[config.mk]
export PLATFORM = sky130hd
export DESIGN_NAME = imul_req_queue
export DESIGN_NICKNAME = d
export VERILOG_FILES = /design/src/rtl/imul_req_pkg.sv /design/src/rtl/imul_popcount.sv /design/src/rtl/imul_req_queue.sv
export SDC_FILE = /design/constraint.sdc
export NUM_CORES = 1
export LEC_CHECK = 0
export CORE_MARGIN = 2
export CORE_UTILIZATION = 50
export DETAILED_ROUTE_END_ITERATION = 8
export PLACE_DENSITY = 0.8
export SETUP_SLACK_MARGIN = 0.15
export SLEW_MARGIN = 20
export SYNTH_ARGS = -nofsm -noshare
export SYNTH_HDL_FRONTEND = slang
export SYNTH_SLANG_ARGS = --single-unit
[constraint.sdc]
create_clock -name clk -period 7.3 [get_ports clk]
set_input_delay 1.46 -clock clk [delete_from_list [all_inputs] [get_ports clk]]
set_output_delay 1.46 -clock clk [all_outputs]
set_load 0.02 [all_outputs]
[src/rtl/imul_req_pkg.sv]
`default_nettype none
// +----------------------------------------------------------------------------+
// | imul_req_pkg                                                               |
// | Shared types and widths for the multiplier request queue.                  |
// | Rev 1.0 - initial release                                                  |
// +----------------------------------------------------------------------------+
package imul_req_pkg;

  localparam int c_imul_req_nbits = 64;
  localparam int c_imul_op_nbits  = 32;

  typedef struct packed {
    logic [31:0] a;
    logic [31:0] b;
  } imul_req_msg_t;

endpackage : imul_req_pkg
`default_nettype wire

[src/rtl/imul_popcount.sv]
`default_nettype none
// +----------------------------------------------------------------------------+
// | imul_popcount                                                              |
// | Purely combinational count of set bits in an operand.                      |
// | Rev 1.0 - initial release                                                  |
// +----------------------------------------------------------------------------+
module imul_popcount
  import imul_req_pkg::*;
#(
  parameter int p_nbits = c_imul_op_nbits
) (
  input  logic [p_nbits-1:0]         bits_i,
  output logic [$clog2(p_nbits+1)-1:0] count_o
);

  localparam int c_cnt_w = $clog2(p_nbits + 1);

  logic [c_cnt_w-1:0] sum;

  always_comb begin
    sum = '0;
    for (int i = 0; i < p_nbits; i++) begin
      sum = sum + c_cnt_w'(bits_i[i]);
    end
  end

  assign count_o = sum;

endmodule : imul_popcount
`default_nettype wire

[src/rtl/imul_req_queue.sv]
`default_nettype none
// +----------------------------------------------------------------------------+
// | imul_req_queue                                                             |
// | Circular request FIFO (no bypass, no pipe) feeding the iterative           |
// | multiplier. Optional IMUL_REQ_QUEUE_OPERAND_SWAP_EN presents the operand   |
// | with more set bits as 'a' on the deq side.                                 |
// | Rev 1.0 - initial release                                                  |
// +----------------------------------------------------------------------------+
module imul_req_queue
  import imul_req_pkg::*;
#(
  parameter int p_num_entries = 2,
  parameter int p_nbits       = c_imul_op_nbits
) (
  input  logic                               clk,
  input  logic                               reset,
  input  logic                               enq_val,
  output logic                               enq_rdy,
  input  logic [2*p_nbits-1:0]               enq_msg,
  output logic                               deq_val,
  input  logic                               deq_rdy,
  output logic [2*p_nbits-1:0]               deq_msg,
  output logic [$clog2(p_num_entries+1)-1:0] num_free
);

  localparam int c_cnt_w = $clog2(p_num_entries + 1);
  localparam int c_ptr_w = $clog2(p_num_entries);
  localparam logic [c_cnt_w-1:0] c_depth = c_cnt_w'(p_num_entries);
  localparam logic [c_ptr_w-1:0] c_last  = c_ptr_w'(p_num_entries - 1);

  logic [2*p_nbits-1:0] mem_q [p_num_entries];
  logic [c_ptr_w-1:0]   enq_ptr_q, enq_ptr_d;
  logic [c_ptr_w-1:0]   deq_ptr_q, deq_ptr_d;
  logic [c_cnt_w-1:0]   count_q, count_d;
  logic                 enq_go, deq_go;
  logic [2*p_nbits-1:0] head_msg;

  // Handshake flags decode only the registered count, so full blocks enq even while draining.
  assign enq_rdy  = (count_q != c_depth);
  assign deq_val  = (count_q != '0);
  assign enq_go   = enq_val & enq_rdy;
  assign deq_go   = deq_val & deq_rdy;
  assign num_free = c_depth - count_q;

  always_comb begin
    enq_ptr_d = enq_ptr_q;
    deq_ptr_d = deq_ptr_q;
    count_d   = count_q;
    if (enq_go) begin
      enq_ptr_d = (enq_ptr_q == c_last) ? '0 : enq_ptr_q + c_ptr_w'(1);
    end
    if (deq_go) begin
      deq_ptr_d = (deq_ptr_q == c_last) ? '0 : deq_ptr_q + c_ptr_w'(1);
    end
    case ({enq_go, deq_go})
      2'b10:   count_d = count_q + c_cnt_w'(1);
      2'b01:   count_d = count_q - c_cnt_w'(1);
      default: count_d = count_q;
    endcase
  end

  always_ff @(posedge clk or posedge reset) begin
    if (reset) begin
      enq_ptr_q <= '0;
      deq_ptr_q <= '0;
      count_q   <= '0;
    end else begin
      enq_ptr_q <= enq_ptr_d;
      deq_ptr_q <= deq_ptr_d;
      count_q   <= count_d;
    end
  end

  // Storage is intentionally left out of reset; entries are only meaningful under count.
  always_ff @(posedge clk) begin
    if (enq_go) begin
      mem_q[enq_ptr_q] <= enq_msg;
    end
  end

  assign head_msg = mem_q[deq_ptr_q];

`ifdef IMUL_REQ_QUEUE_OPERAND_SWAP_EN
  localparam int c_pc_w = $clog2(p_nbits + 1);

  logic [c_pc_w-1:0] pc_a, pc_b;

  imul_popcount #(.p_nbits(p_nbits)) u_pc_a (
    .bits_i  (head_msg[2*p_nbits-1:p_nbits]),
    .count_o (pc_a)
  );

  imul_popcount #(.p_nbits(p_nbits)) u_pc_b (
    .bits_i  (head_msg[p_nbits-1:0]),
    .count_o (pc_b)
  );

  // Ties keep the original order; storage never holds the swapped form.
  assign deq_msg = (pc_b > pc_a) ? {head_msg[p_nbits-1:0], head_msg[2*p_nbits-1:p_nbits]}
                                 : head_msg;
`else
  assign deq_msg = head_msg;
`endif

endmodule : imul_req_queue
`default_nettype wire

# Yosys cells after proc, flatten, opt, wreduce, memory -nomap -nowiden
# Memories as Yosys holds them, arrays and structs flattened.
# Index checks and enable logic that the tools add are counted.
[op_classes]
shift = 0
bitwise = 2
div_mod_pow = 0
order_cmp = 0
n_mux = 5
reduce_logical = 2
n_mul = 0
n_eq_ne = 3
add_sub_neg = 5
[op_table]
columns = ["cell", "count"]
rows = [
  ["$mux W1", 4],
  ["$pmux W2 S2", 1],
  ["$reduce_bool A2 Y1", 2],
  ["$add A1 B1 Y1 const B", 2],
  ["$add A2 B1 Y2 const B", 1],
  ["$and A1 B1 Y1", 2],
  ["$eq A2 B1 Y1 const B", 1],
  ["$eq A2 B2 Y1 const B", 1],
  ["$ne A2 B2 Y1 const B", 1],
  ["$sub A2 B1 Y2 const B", 1],
  ["$sub A2 B2 Y2 const A", 1],
]
[word_totals]
word_cells = 21
latchBits = 0
mem_bits_ro = 0
n_memories = 1
input_bits = 68
out_inout_bits = 68
reg_bits = 4
ramBits = 128
[mem_list]
columns = ["memory", "words", "word_bits", "read_ports", "rd_clocked_by_memory_dff", "wr", "line_no", "text"]
rows = [
  ["mem_q", 2, 64, 1, 0, 1, "imul_req_queue.sv:31", "logic [2*p_nbits-1:0] mem_q [p_num_entries];"],
]

# Longest topological paths before layout
[logic_depth]
word_depth = 4
mapped_depth = 8

# Worst setup path after synthesis
# OpenSTA, ideal clock, no wires.
[synth_path]
path_kind = "input port to flip-flop"
start = "in enq_val"
end = "mem mem_q[0][0] (netlist bit) (enable)"
required_time_ns = 6.814
setup_slack_ns = 2.579
cell_stages = 2
t_arrival_ns = 4.234
path_cell_list = "nand2_1 -> nor2_1"
[synth_between]
elab_chain_cells = 3
[synth_lines]
columns = ["item", "line_no", "text"]
rows = [
  ["start: declaration", "imul_req_queue.sv:17", "input logic enq_val,"],
  ["$and A1 B1 Y1", "imul_req_queue.sv:41", "assign enq_go = enq_val & enq_rdy;"],
  ["$mux W1", "imul_req_queue.sv:76", "if (enq_go) begin"],
  ["$mux W1 (not written as such)", "imul_req_queue.sv:77", "mem_q[enq_ptr_q] <= enq_msg;"],
  ["end: declaration", "imul_req_queue.sv:31", ""],
]
# Every way passes these cells.

# Worst setup path in the final report
[layout_path]
start = "reg deq_ptr_q"
end = "out deq_msg[40]"
[layout_between]
elab_chain_cells = 1
[layout_lines]
columns = ["item", "line_no", "text"]
rows = [
  ["start: declaration", "imul_req_queue.sv:33", "logic [c_ptr_w-1:0] deq_ptr_q, deq_ptr_d;"],
  ["start signal: assignment", "imul_req_queue.sv:69", "deq_ptr_q <= deq_ptr_d;"],
  ["$mem_v2 Z2 W64", "-", ""],
  ["end: declaration", "imul_req_queue.sv:22", "output logic [2*p_nbits-1:0] deq_msg,"],
]
# Every way passes these cells.

==> metrics.txt <==
largest net degree at the start of global routing 66; Port Buffers 135; WL/cell 17.05 µm; DR iter-0 viols 109; Ports 136; layout cells sized above 1 25.78%; Syn Area/Cell 22.69 µm²; slowest stage delay, CP 760 ps; Max Clk Rate 250.2 MHz; r2r setup slk 4880 ps; Final Slew Violations 0; Critical Path RT 5840 ps; die height 104.6 µm; hold path cells 1; CTS tree yes; Worst setup SP type flip-flop; Post-Synthesis Net Count 294; clock buffer depth 2; Netlist cell types 15; H-tree levels 4; synthesized flop and latch total 132; initial antenna violation count 0; total length of routed wires 8.814 mm; drt first pass iters 4; core area 9819 µm²; Power Dens Cells 436.6 nW/µm²; grt total ovfl 0; cell count after synthesis 223; Max-cap violations 0; Placement Cell Area 6525 µm²; DR vias/cell 4.874; Clock transition at path regs 60 ps; Routed Antenna Nets 0; Final period util 54.76%; Layout Skew 7.205 ps; die width 104.6 µm; gr usage total 16.56%; status completed; Mapped Area 5060 µm²; Worst EP arrival 2540 ps; layout overhead on the synthesized area 41.86%; Hold Path Origin count_q[0]; Slew HR 42.69%; CP max stage cell dfrtp_4; critical path type flip-flop to output pin; Post-CTS Resized 0; Hold Path Class flip-flop to flip-flop; Worst Reg-to-Reg Cells 5; CP cell instances buf_16 -> mux2_2 -> clkdlybuf4s50_1; Die Area 10940 µm²; vias post-DR 2520; Setup violations, final 0; Final HPWL DP 5.468 mm; vias in the first global route 2680; CTS Hold Buffers Added 0; initial core utilization 51.53%; # diodes 0; Crit Path Max Fanout 37; Crit. End Element output pin; std cell rows 36; nets 443; clk sinks 132; RSZ-0062 raised after global routing no; Yosys warning total 0; fin crit period 3997 ps; DRC 0; Hold Fails Final Rpt 0; Placer Congestion 0.7498; Num CTS Buffers 17; Seq/Total Area, Yosys 77.94%; Hold Path End count_q[0]; first-pass GRT wire length 13.37 mm; r2r startpoint count_q[0]; Design Area, Final 7178 µm²; FF-to-FF End mem_q[1][32]; Leakage 2.635 nW; TNS Setup 0 ps; Peak VDD IR 0.0002891 V; post-CTS setup buffers 0; CTS root buf clkbuf_8; clk_lat worst skew 500 ps; Slew @ Worst Pin 859.6 ps
[layout make-up]
cell class / count / area [µm²]
flip-flops and latches: 132 / 3948
fillers: 625 / 2641
repair buffers: 138 / 1394
multi-input cells: 77 / 1022
clock buffers: 18 / 417.9
clock inverters: 13 / 207.7
well taps: 133 / 166.4
inverters: 6 / 22.52
[synthesized netlist by cell type]
cell type / count / share of area [%]
inv_1: 6 / 0.45
mux2_2: 14 / 3.1
ha_1: 3 / 0.74
xor2_1: 1 / 0.17
buf_6: 6 / 1.3
buf_4: 1 / 0.15
nand2_1: 1 / 0.074
and3_1: 1 / 0.12
edfxtp_1: 128 / 76
dfrtp_1: 4 / 2.0
mux2_4: 50 / 15
nor2b_1: 1 / 0.12
xnor2_1: 4 / 0.69
buf_2: 1 / 0.099
nor2_1: 2 / 0.15
[logic make-up (layout without fill, tap and decap cells)]
family,Yosys count,in the layout,share of synthesized area (%)
flip-flops,132,132,77.94
buffers and inverters,14,175,2.028
XOR/XNOR,5,5,0.8654
AND/OR/NAND/NOR,5,5,0.4700
multiplexers,64,64,17.95
adder cells (fa/ha/maj),3,3,0.7419
[per-layer routing]
| layer | part of all wire (%) | GRT usage [%] | routed length, µm |
|---|---|---|---|
| met5 | 0 | 0 | 0 |
| met4 | 2.6 | 8.381 | 231 |
| met3 | 6.2 | 6.862 | 550 |
| met2 | 52 | 28.24 | 4566 |
| met1 | 39 | 17.67 | 3466 |
[worst max-delay path by stage]
stage / cells after the start / end / start / slack (ps)
3_3_place_gp: 2 / deq_msg[50] / deq_ptr_q / 3670
4_1_cts: 2 / deq_msg[40] / deq_ptr_q / 3070
6_report: 3 / deq_msg[40] / deq_ptr_q / 3300
5_1_grt: 3 / deq_msg[40] / deq_ptr_q / 3180
3_5_place_dp: 2 / deq_msg[40] / deq_ptr_q / 3650
2_1_floorplan: 2 / mem_q[0][0] / enq_val / 2580
[where the power goes]
group	leakage [nW]	switching (W)	internal, W
Combinational	1.09	0.000521	0.000598
Sequential	1.23	0.0000878	0.00104
Clock	0.307	0.000299	0.000587
Total	2.64	0.000908	0.00223
[sequential cells by signal, summed over array words and instances (netlist names)]
register / flops
mem_q: 128
count_q: 2
enq_ptr_q: 1
deq_ptr_q: 1
[layout by cell type, fill, tap and decap left out]
| master | netlist | final |
|---|---|---|
| nor2_1 | 2 | 1 |
| inv_6 | 0 | 1 |
| ha_1 | 3 | 3 |
| bufinv_16 | 0 | 5 |
| xor2_1 | 1 | 1 |
| clkinv_4 | 0 | 4 |
| xnor2_1 | 4 | 4 |
| nand2_1 | 1 | 1 |
| dfrtp_4 | 0 | 1 |
| inv_1 | 6 | 6 |
| nor2_4 | 0 | 1 |
| clkbuf_16 | 0 | 16 |
| mux2_2 | 14 | 14 |
| clkinv_1 | 0 | 1 |
| clkbuf_8 | 0 | 1 |
| clkbuf_1 | 0 | 1 |
| nor2b_1 | 1 | 1 |
| buf_4 | 1 | 2 |
| clkdlybuf4s50_1 | 0 | 135 |
| clkinv_2 | 0 | 2 |
| mux2_4 | 50 | 50 |
| dfrtp_1 | 4 | 3 |
| buf_16 | 0 | 1 |
| edfxtp_1 | 128 | 128 |
| and3_2 | 0 | 1 |
[metrics by stage]
stage	cells	utilization [%]	hold slack, ps	setup WS [ps]	power [W]
global placement	485	66.45	528.8	3669	0.002241
finish	517	73.10	552.2	3303	0.003134
floorplan	223	-	460.4	2579	0.001833
CTS	516	72.82	556.6	3069	0.003160
detailed placement	485	66.45	543.8	3648	0.002266
global route	517	73.10	570.1	3184	0.003257
[critical path: cells and delay by family, from the launching register on]
kind / cells / cell delay [ps]
buffers and inverters: 2 / 890
flip-flops: 1 / 760
multiplexers: 1 / 380
Power figures use the tool's default switching activity.
